$ cat src/rtl/macu_pe.sv
// Signed weight-stationary MAC processing element with a double-buffered weight and a 3-stage pipeline.
// Define MACU_SAT_EN to saturate psum_out on overflow; by default the result wraps.
module macu_pe #(
  parameter int DW   = 8,
  parameter int ACCW = 20
) (
  input  logic                   clk,
  input  logic                   rst_n,
  input  logic signed [DW-1:0]   x_in,
  input  logic                   x_vld_in,
  input  logic signed [ACCW-1:0] psum_in,
  input  logic signed [DW-1:0]   w_in,
  input  logic                   w_ld_in,
  input  logic                   w_sw_in,
  output logic signed [DW-1:0]   x_out,
  output logic                   x_vld_out,
  output logic signed [DW-1:0]   w_out,
  output logic                   w_ld_out,
  output logic                   w_sw_out,
  output logic signed [ACCW-1:0] psum_out,
  output logic                   psum_vld,
  output logic                   ovf
);

  if (ACCW < 2*DW) begin : g_accw_check
    $error("macu_pe: ACCW must be at least 2*DW");
  end

`ifdef MACU_SAT_EN
  function automatic logic signed [ACCW-1:0] fn_sat(input logic signed [ACCW:0] sum);
    logic signed [ACCW-1:0] res;
    if (sum[ACCW] != sum[ACCW-1])
      res = sum[ACCW] ? {1'b1, {(ACCW-1){1'b0}}} : {1'b0, {(ACCW-1){1'b1}}};
    else
      res = sum[ACCW-1:0];
    return res;
  endfunction
`endif

  logic signed [DW-1:0]     r_w_shadow, r_w_active;
  logic signed [DW-1:0]     r_x_d, r_w_d;
  logic                     r_x_vld_d, r_w_ld_d, r_w_sw_d;

  logic signed [DW-1:0]     r_x_p0, r_w_p0;
  logic signed [ACCW-1:0]   r_psum_p0;
  logic                     r_vld_p0;
  logic signed [2*DW-1:0]   r_prod_p1;
  logic signed [ACCW-1:0]   r_psum_p1;
  logic                     r_vld_p1;
  logic signed [ACCW-1:0]   r_psum_p2;
  logic                     r_ovf_p2;
  logic                     r_vld_p2;

  logic signed [2*DW-1:0]   w_prod;
  logic signed [ACCW:0]     w_sum;
  logic signed [ACCW-1:0]   w_res;
  logic                     w_ovf;

  // Weight double buffer and unconditional neighbour forwarding
  always_ff @(posedge clk or negedge rst_n) begin
    if (!rst_n) begin
      r_w_shadow <= '0;
      r_w_active <= '0;
      r_x_d      <= '0;
      r_w_d      <= '0;
      r_x_vld_d  <= 1'b0;
      r_w_ld_d   <= 1'b0;
      r_w_sw_d   <= 1'b0;
    end else begin
      if (w_ld_in) r_w_shadow <= w_in;
      if (w_sw_in) r_w_active <= r_w_shadow;
      r_x_d     <= x_in;
      r_w_d     <= w_in;
      r_x_vld_d <= x_vld_in;
      r_w_ld_d  <= w_ld_in;
      r_w_sw_d  <= w_sw_in;
    end
  end

  assign w_prod = $signed({{DW{r_x_p0[DW-1]}}, r_x_p0}) * $signed({{DW{r_w_p0[DW-1]}}, r_w_p0});
  assign w_sum  = $signed({r_psum_p1[ACCW-1], r_psum_p1})
                + $signed({{(ACCW+1-2*DW){r_prod_p1[2*DW-1]}}, r_prod_p1});
  assign w_ovf  = w_sum[ACCW] ^ w_sum[ACCW-1];
`ifdef MACU_SAT_EN
  assign w_res  = fn_sat(w_sum);
`else
  assign w_res  = w_sum[ACCW-1:0];
`endif

  always_ff @(posedge clk or negedge rst_n) begin
    if (!rst_n) begin
      r_x_p0    <= '0;
      r_w_p0    <= '0;
      r_psum_p0 <= '0;
      r_vld_p0  <= 1'b0;
      r_prod_p1 <= '0;
      r_psum_p1 <= '0;
      r_vld_p1  <= 1'b0;
      r_psum_p2 <= '0;
      r_ovf_p2  <= 1'b0;
      r_vld_p2  <= 1'b0;
    end else begin
      // S1: capture operands with the weight active before this edge
      r_vld_p0 <= x_vld_in;
      if (x_vld_in) begin
        r_x_p0    <= x_in;
        r_w_p0    <= r_w_active;
        r_psum_p0 <= psum_in;
      end
      // S2: product
      r_vld_p1 <= r_vld_p0;
      if (r_vld_p0) begin
        r_prod_p1 <= w_prod;
        r_psum_p1 <= r_psum_p0;
      end
      // S3: accumulate; result and flag hold across bubbles
      r_vld_p2 <= r_vld_p1;
      if (r_vld_p1) begin
        r_psum_p2 <= w_res;
        r_ovf_p2  <= w_ovf;
      end
    end
  end

  assign x_out     = r_x_d;
  assign x_vld_out = r_x_vld_d;
  assign w_out     = r_w_d;
  assign w_ld_out  = r_w_ld_d;
  assign w_sw_out  = r_w_sw_d;
  assign psum_out  = r_psum_p2;
  assign psum_vld  = r_vld_p2;
  assign ovf       = r_ovf_p2 & r_vld_p2;

endmodule

$ cat config.mk
export PLATFORM = sky130hd
export DESIGN_NAME = macu_pe
export DESIGN_NICKNAME = d
export VERILOG_FILES = /design/src/rtl/macu_pe.sv
export SDC_FILE = /design/constraint.sdc
export NUM_CORES = 1
export LEC_CHECK = 0
export ABC_CLOCK_PERIOD_IN_PS = 13200
export CAP_MARGIN = 10
export CORE_MARGIN = 2
export CORE_UTILIZATION = 30
export CTS_BUF_LIST = sky130_fd_sc_hd__clkbuf_4 sky130_fd_sc_hd__clkbuf_8
export DETAILED_ROUTE_END_ITERATION = 6
export PLACE_DENSITY = 0.57
export RECOVER_POWER = 100
export SETUP_SLACK_MARGIN = 0.1
export SLEW_MARGIN = 5
export SYNTH_ARGS = -nofsm -noshare
export SYNTH_HDL_FRONTEND = slang
export SYNTH_SLANG_ARGS = --single-unit
$ cat constraint.sdc
create_clock -name clk -period 13.2 [get_ports clk]
set_clock_uncertainty 0.15 [all_clocks]
set_input_delay 1.32 -clock clk [delete_from_list [all_inputs] [get_ports clk]]
set_output_delay 1.32 -clock clk [all_outputs]
set_load 0.02 [all_outputs]
==> flow_summary.json, run 1 <==
{
  "status": "finished, violations left",
  "violations": "capacitance limit, slew limit",
  "synth.distinct_cells": 53,
  "rr_worst_depth": 16,
  "post_drt_wl_per_cell_um": 14.4,
  "crit_arrival_ns": 6.42,
  "regArea_um2": 3250,
  "synth-simple-area-share": 0.0879,
  "muxShareOfSynthArea": 0.123,
  "start_util": 0.305,
  "reg2reg_slack_ns": 8.45,
  "powerDensity_nw_per_um2": 256,
  "cts_sinks": 130,
  "vdd_drop_max_mv": 0.166,
  "slew_viol_final": 213,
  "avgSynthCellArea_um2": 11.5,
  "cts_resized": 0,
  "cap_violations": 4,
  "totalWireLength_um": 16200,
  "startpoint_type": "input pin",
  "fin_util": 0.366,
  "synth_warnings": 0,
  "synth_top_family_by_area": "adder cells",
  "critPathKind": "input pin to asynchronous set/reset pin",
  "critPathBufInv": 2,
  "postCtsSetupRepairBufs": 0,
  "clk_latency_ns": 0.45,
  "grt_pass1_wl_um": 28700,
  "end_kind": "asynchronous set/reset pin",
  "core.rowCount": 59,
  "setup_tns_ns": 0,
  "h-tree-depth": 4,
  "grt-ovfl-total": 0,
  "slew_headroom": -1.67,
  "worstPathMaxFanout": 75,
  "post-route-period-util": 0.505,
  "synth_adder_area_share": 0.219,
  "layout-drive-gt1-share": 0.164,
  "r2r_start": "r_x_p0[3]",
  "grt_pass1_vias": 5586,
  "hold_violations": 0,
  "cts_hold_buf": 0,
  "synthFlopType": "dfrtp_1",
  "numPortBuffers": 81,
  "multi_input_area_um2": 4290,
  "yosysTopAreaCell": "dfrtp_1",
  "hold_path.class": "flop to flop",
  "max_stage_delay_ns": 2.77,
  "cp.required_ns": 12.95,
  "hp-start": "r_psum_p0[1]",
  "grt_setup_unrepaired": "no",
  "path_clk_slew_ns": 0.09,
  "worst-path-stages": 2,
  "antenna_left": 0,
  "place_area_um2": 9120,
  "finalSetupViolCount": 0,
  "synth_xor_area_frac": 0.0232,
  "whs_path_depth": 2,
  "core_area_um2": 26000,
  "dp_hpwl_um": 12000,
  "area_growth_pct": 19.7,
  "nNetsFinal": 921,
  "die_area_um2": 27800,
  "clock-root-buffer": "clkbuf_8",
  "insertedDiodeCount": 0,
  "cts_tree": "yes",
  "slowest_stage": "clkbuf_1",
  "cts_buffers": 17,
  "antenna_found_initial": 0,
  "crit_top_cell": "clkbuf_1",
  "die_h_um": 167,
  "nFillCells": 2590,
  "synth_edf_count": 0,
  "synthTopCellsByArea": "dfrtp_1 (41%), fa_1 (14%), mux2_2 (12%)",
  "synth_area_um2": 7930,
  "drt-initial-drc-count": 177,
  "fmax_mhz": 150,
  "vias": 5177,
  "design_area_um2": 9500,
  "drt_first_pass_iters": 4,
  "tightestPinTransition_ns": 4.01,
  "die_w_um": 167,
  "ys_ff_latch": 130,
  "hold_end": "r_psum_p1[1]",
  "gp_congestion": 0.843,
  "p_leak_nw": 4.24,
  "synthArstFlopShare": 1.00,
  "drc": 0,
  "total_power_mw": 2.43,
  "finalCriticalPeriod_ns": 6.67,
  "syn_inst": 688,
  "grtUsageTotal": 0.129,
  "yosys.area.top_type_share": 0.410,
  "rr_endpoint": "r_prod_p1[14]",
  "synth_compound_area_frac": 0.0886,
  "synthesis.nets": 834,
  "pin_count": 82,
  "grt_max_degree": 76,
  "ys_seq_area_frac": 0.410,
  "cts_buffer_depth": 2,
  "worstPathCellList": "clkbuf_1 > clkbuf_1",
  "crit_family": "buffers and inverters",
  "viasPerCell": 4.61
}
layout make-up:
class                   count  area share
clock inverters            15      0.0178
well taps                 335      0.0441
flip-flops and latches    130       0.342
clock buffers              17      0.0246
inverters                  87      0.0344
repair buffers             83      0.0848
multi-input cells         456       0.452
worst min-delay path, stage by stage, from the launching register on:
cell	delay, ns
dfrtp_1	0.35
nand2_1	0.05
o21ai_0	0.06
metal layers:
layer,part of all wire,vias to the layer above,wire (um),track usage
met5,0,-,0,0
li1,-,2478,-,-
met3,0.030,9,493,0.0266
met4,0.0093,0,150,0.0337
met1,0.48,2615,7740,0.173
met2,0.48,75,7790,0.212
kinds of logic (layout without fill, tap and decap cells):
kind of cell / count (synthesis) / count (layout)
flops: 130 / 130
xor+xnor: 21 / 21
buf+inv: 102 / 202
simple gates: 141 / 141
fa+ha+maj: 105 / 105
compound gates: 102 / 102
mux: 87 / 87
cell usage after synthesis, types with 3 or more instances:
cell type	count
nor2_1	24
clkbuf_1	13
nand2_1	49
xor2_1	5
xnor2_1	16
a211oi_1	7
and2_1	37
mux2_2	86
a21oi_1	13
nor2b_1	4
o211ai_1	3
ha_1	49
o21a_1	10
nand2b_1	4
and3_2	3
o21ai_0	25
a21o_1	12
nand3_1	5
dfrtp_1	130
a31oi_1	6
o31ai_1	3
inv_1	87
o311ai_0	3
fa_1	56
nor3_1	6
worst max path at each step:
stage,from,endpoint
floorplan,r_x_p0[3],r_prod_p1[12]
global placement,r_w_p0[3],r_prod_p1[13]
detailed placement,r_w_p0[3],r_prod_p1[13]
CTS,r_w_p0[3],r_prod_p1[13]
global route,rst_n,r_w_p0[4]
finish,rst_n,r_w_p0[4]
sequential cells by signal, summed over array words and instances, names as in the netlist:
| name | count |
|---|---|
| w_sw_out | 1 |
| w_ld_out | 1 |
| r_vld_p1 | 1 |
| r_w_active | 8 |
| x_out | 8 |
| r_psum_p1 | 20 |
| w_out | 8 |
| r_prod_p1 | 16 |
| r_w_p0 | 8 |
| r_psum_p0 | 20 |
| r_x_p0 | 8 |
| r_ovf_p2 | 1 |
| r_vld_p0 | 1 |
| psum_out | 20 |
| r_w_shadow | 8 |
| psum_vld | 1 |
where the power goes:
part / internal, mW / switching [mW]
logic: 0.714 / 0.810
clock network: 0.158 / 0.189
registers: 0.494 / 0.0683
per-stage QoR:
step / worst slack (ns) / cells / hold slack, ns
finish: 6.53 / 1123 / 0.340
global route: 5.12 / 1123 / 0.369
CTS: 8.47 / 1123 / 0.343
detailed placement: 8.51 / 1091 / 0.326
global placement: 8.58 / 1091 / 0.322
floorplan: 8.81 / 688 / 0.279
layout by cell type (no fill, tap or decap), types with 3 or more instances in the layout:
cell             Yosys  layout
fa_1                56      56
o311ai_0             3       3
dlygate4sd3_1        0      59
inv_1               87      87
nand3_1              5       5
o31ai_1              3       4
and3_2               3       3
clkdlybuf4s50_1      0      20
ha_1                49      49
nor2_1              24      24
clkinvlp_4           0       3
inv_6                0       6
clkbuf_1            13       4
and2_0               0       3
dfrtp_1            130     130
nand2_1             49      49
a21oi_1             13      13
o211ai_1             3       3
and2_1              37      34
nor3_1               6       6
clkbuf_8             0      17
a211oi_1             7       7
xnor2_1             16      16
o21ai_0             25      26
a21o_1              12      12
xor2_1               5       5
a31oi_1              6       6
mux2_2              86      86
o21a_1              10      10
nand2b_1             4       4
nor2b_1              4       4
Note: power is estimated with default switching activity, not from simulation.
==> inputs of run 2 (changes only) <==
--- a/config.mk
+++ b/config.mk
@@ -5,7 +5,7 @@
 export SDC_FILE = /design/constraint.sdc
 export NUM_CORES = 1
 export LEC_CHECK = 0
-export ABC_CLOCK_PERIOD_IN_PS = 13200
+export ABC_CLOCK_PERIOD_IN_PS = 6600
 export CAP_MARGIN = 10
 export CORE_MARGIN = 2
 export CORE_UTILIZATION = 30
==> constraint.sdc (replaced) <==
create_clock -name clk -period 6.6 [get_ports clk]
set_clock_uncertainty 0.15 [all_clocks]
set_input_delay 0.66 -clock clk [delete_from_list [all_inputs] [get_ports clk]]
set_output_delay 0.66 -clock clk [all_outputs]
set_load 0.02 [all_outputs]
==> run 2 against run 1 <==
The flow still finishes with violations (capacitance limit, slew limit). Combinational power rose by 100%. Clock-buffer cell count unchanged. Wire length up 1.1%. Via count increased by 0.21%. Total power increased by 100%. Clock power grew 120%. Register-to-register slack got worse by 6.7 ns. Sequential power increased by 99%. First-iteration DRC count up 5.1%. Largest power group unchanged. Largest cell class unchanged. Design area grew 0.30%. Non-clock buffer count is the same. Sequential share of layout area down 0.10 points.
==> flow_summary.json, run 2 (synthesized netlist as in run 1, its figures left out) <==
{
  "start_util": 0.305,
  "grt-ovfl-total": 0,
  "core.rowCount": 59,
  "critPathKind": "flop to flop",
  "max_stage_delay_ns": 0.66,
  "hold_path.class": "flop to flop",
  "place_area_um2": 9120,
  "whs_path_depth": 2,
  "insertedDiodeCount": 0,
  "r2r_start": "r_w_p0[3]",
  "grt_setup_unrepaired": "no",
  "cts_tree": "yes",
  "critPathBufInv": 4,
  "path_clk_slew_ns": 0.10,
  "reg2reg_slack_ns": 1.79,
  "post-route-period-util": 0.729,
  "final_common_cell": "dfrtp_1",
  "hp-start": "r_w_active[7]",
  "clk_latency_ns": 0.45,
  "worstPathCellList": "and2_0 > fa_1 > inv_1 > fa_1 > inv_1 > fa_1 > inv_1 > fa_1 > inv_1 > ha_1 > o2111ai_1 > o21ai_0 > o22ai_1 > xnor2_1 > a21oi_1",
  "cts_buffers": 17,
  "hold_slack_ns": 0.335,
  "grt_max_degree": 76,
  "fin_util": 0.367,
  "p_leak_nw": 4.26,
  "sw_frac_of_total": 0.438,
  "die_w_um": 167,
  "hold_end": "r_w_p0[7]",
  "pin_count": 82,
  "vias": 5188,
  "end_kind": "flop",
  "clkPwrFrac": 0.151,
  "p_switching_mw": 2.16,
  "setup_tns_ns": 0,
  "clock-root-buffer": "clkbuf_8",
  "core_area_um2": 26000,
  "cp.required_ns": 6.68,
  "drt_first_pass_iters": 4,
  "status": "finished, violations left",
  "pwr-share-comb": 0.621,
  "vdd_drop_max_mv": 0.367,
  "dp_hpwl_um": 12000,
  "cts_buffer_depth": 2,
  "cts_hold_buf": 0,
  "drc": 0,
  "startpoint_type": "flop",
  "fmax_mhz": 208,
  "grt_pass1_vias": 5541,
  "die_area_um2": 27800,
  "slew_headroom": -1.68,
  "finalCriticalPeriod_ns": 4.81,
  "viasPerCell": 4.62,
  "violations": "capacitance limit, slew limit",
  "grtUsageTotal": 0.128,
  "antenna_found_initial": 0,
  "nNetsFinal": 921,
  "numPortBuffers": 81,
  "p_int_mw": 2.77,
  "cts_sinks": 130,
  "hold_violations": 0,
  "die_h_um": 167,
  "area_growth_pct": 20.1,
  "layout-drive-gt1-share": 0.165,
  "drt-initial-drc-count": 186,
  "cap_violations": 3,
  "rr_endpoint": "r_prod_p1[13]",
  "layout_common_cells": "dfrtp_1 (130), inv_1 (87), mux2_2 (86)",
  "slew_viol_final": 156,
  "seqPwrFrac": 0.228,
  "totalWireLength_um": 16400,
  "pre_cts_ws_ns": 1.94,
  "rr_worst_depth": 15,
  "worstPathMaxFanout": 9,
  "grt_pass1_wl_um": 28500,
  "finalSetupViolCount": 0,
  "postCtsSetupRepairBufs": 0,
  "h-tree-depth": 4,
  "cts_resized": 0,
  "post_drt_wl_per_cell_um": 14.6,
  "tightestPinTransition_ns": 4.02,
  "crit_family": "adder cells",
  "antenna_left": 0,
  "slowest_stage": "fa_1",
  "gp_congestion": 0.844,
  "setup_ws_ns": 1.79,
  "crit_arrival_ns": 4.89,
  "powerDensity_nw_per_um2": 518,
  "design_area_um2": 9530
}
run 2: worst max path at each step:
| stage | from | to | depth (start not counted) |
|---|---|---|---|
| final | r_w_p0[3] | r_prod_p1[13] | 15 |
| after global routing | r_w_p0[3] | r_prod_p1[13] | 15 |
| after CTS | r_w_p0[3] | r_prod_p1[13] | 15 |
| after detailed placement | r_w_p0[3] | r_prod_p1[13] | 15 |
| after global placement | r_w_p0[3] | r_prod_p1[13] | 15 |
| after floorplan | r_x_p0[3] | r_prod_p1[12] | 16 |
run 2: final cells by class:
cell class	count	area, um^2
Sequential cell	130	3250
Tap cell	335	419
Clock buffer	17	234
Clock inverter	15	194
Inverter	87	327
Fill cell	2576	16500
Timing Repair Buffer	83	810
Multi-Input combinational cell	456	4290
run 2: power groups by stage:
| stage | clock, mW | sequential (mW) | combinational, mW |
|---|---|---|---|
| after floorplan | 0 | 1.17 | 2.38 |
| after global placement | 0 | 1.14 | 3.12 |
| after detailed placement | 0 | 1.15 | 3.11 |
| after CTS | 0.772 | 1.13 | 3.14 |
| after global routing | 0.805 | 1.15 | 3.54 |
| final | 0.747 | 1.12 | 3.06 |
run 2: worst reg2reg max path, cell delays in order, from the launching register on:
cell       delay, ns
dfrtp_1         0.49
and2_0          0.26
fa_1            0.66
inv_1           0.14
fa_1            0.55
inv_1           0.05
fa_1            0.53
inv_1           0.06
fa_1            0.52
inv_1           0.04
ha_1            0.35
o2111ai_1       0.15
o21ai_0         0.27
o22ai_1         0.14
xnor2_1         0.14
a21oi_1         0.08
run 2: stage by stage:
stage | std cells | power, mW
finish | 1123 | 4.93
global route | 1123 | 5.50
CTS | 1123 | 5.04
detailed placement | 1091 | 4.26
global placement | 1091 | 4.26
floorplan | 688 | 3.55
run 2: per-layer routing:
layer,vias to the layer above,global-route usage,part of all wire
met1,2607,0.173,0.48
li1,2491,-,-
met5,-,0,0
met4,0,0.0375,0.014
met2,75,0.209,0.48
met3,15,0.0240,0.029
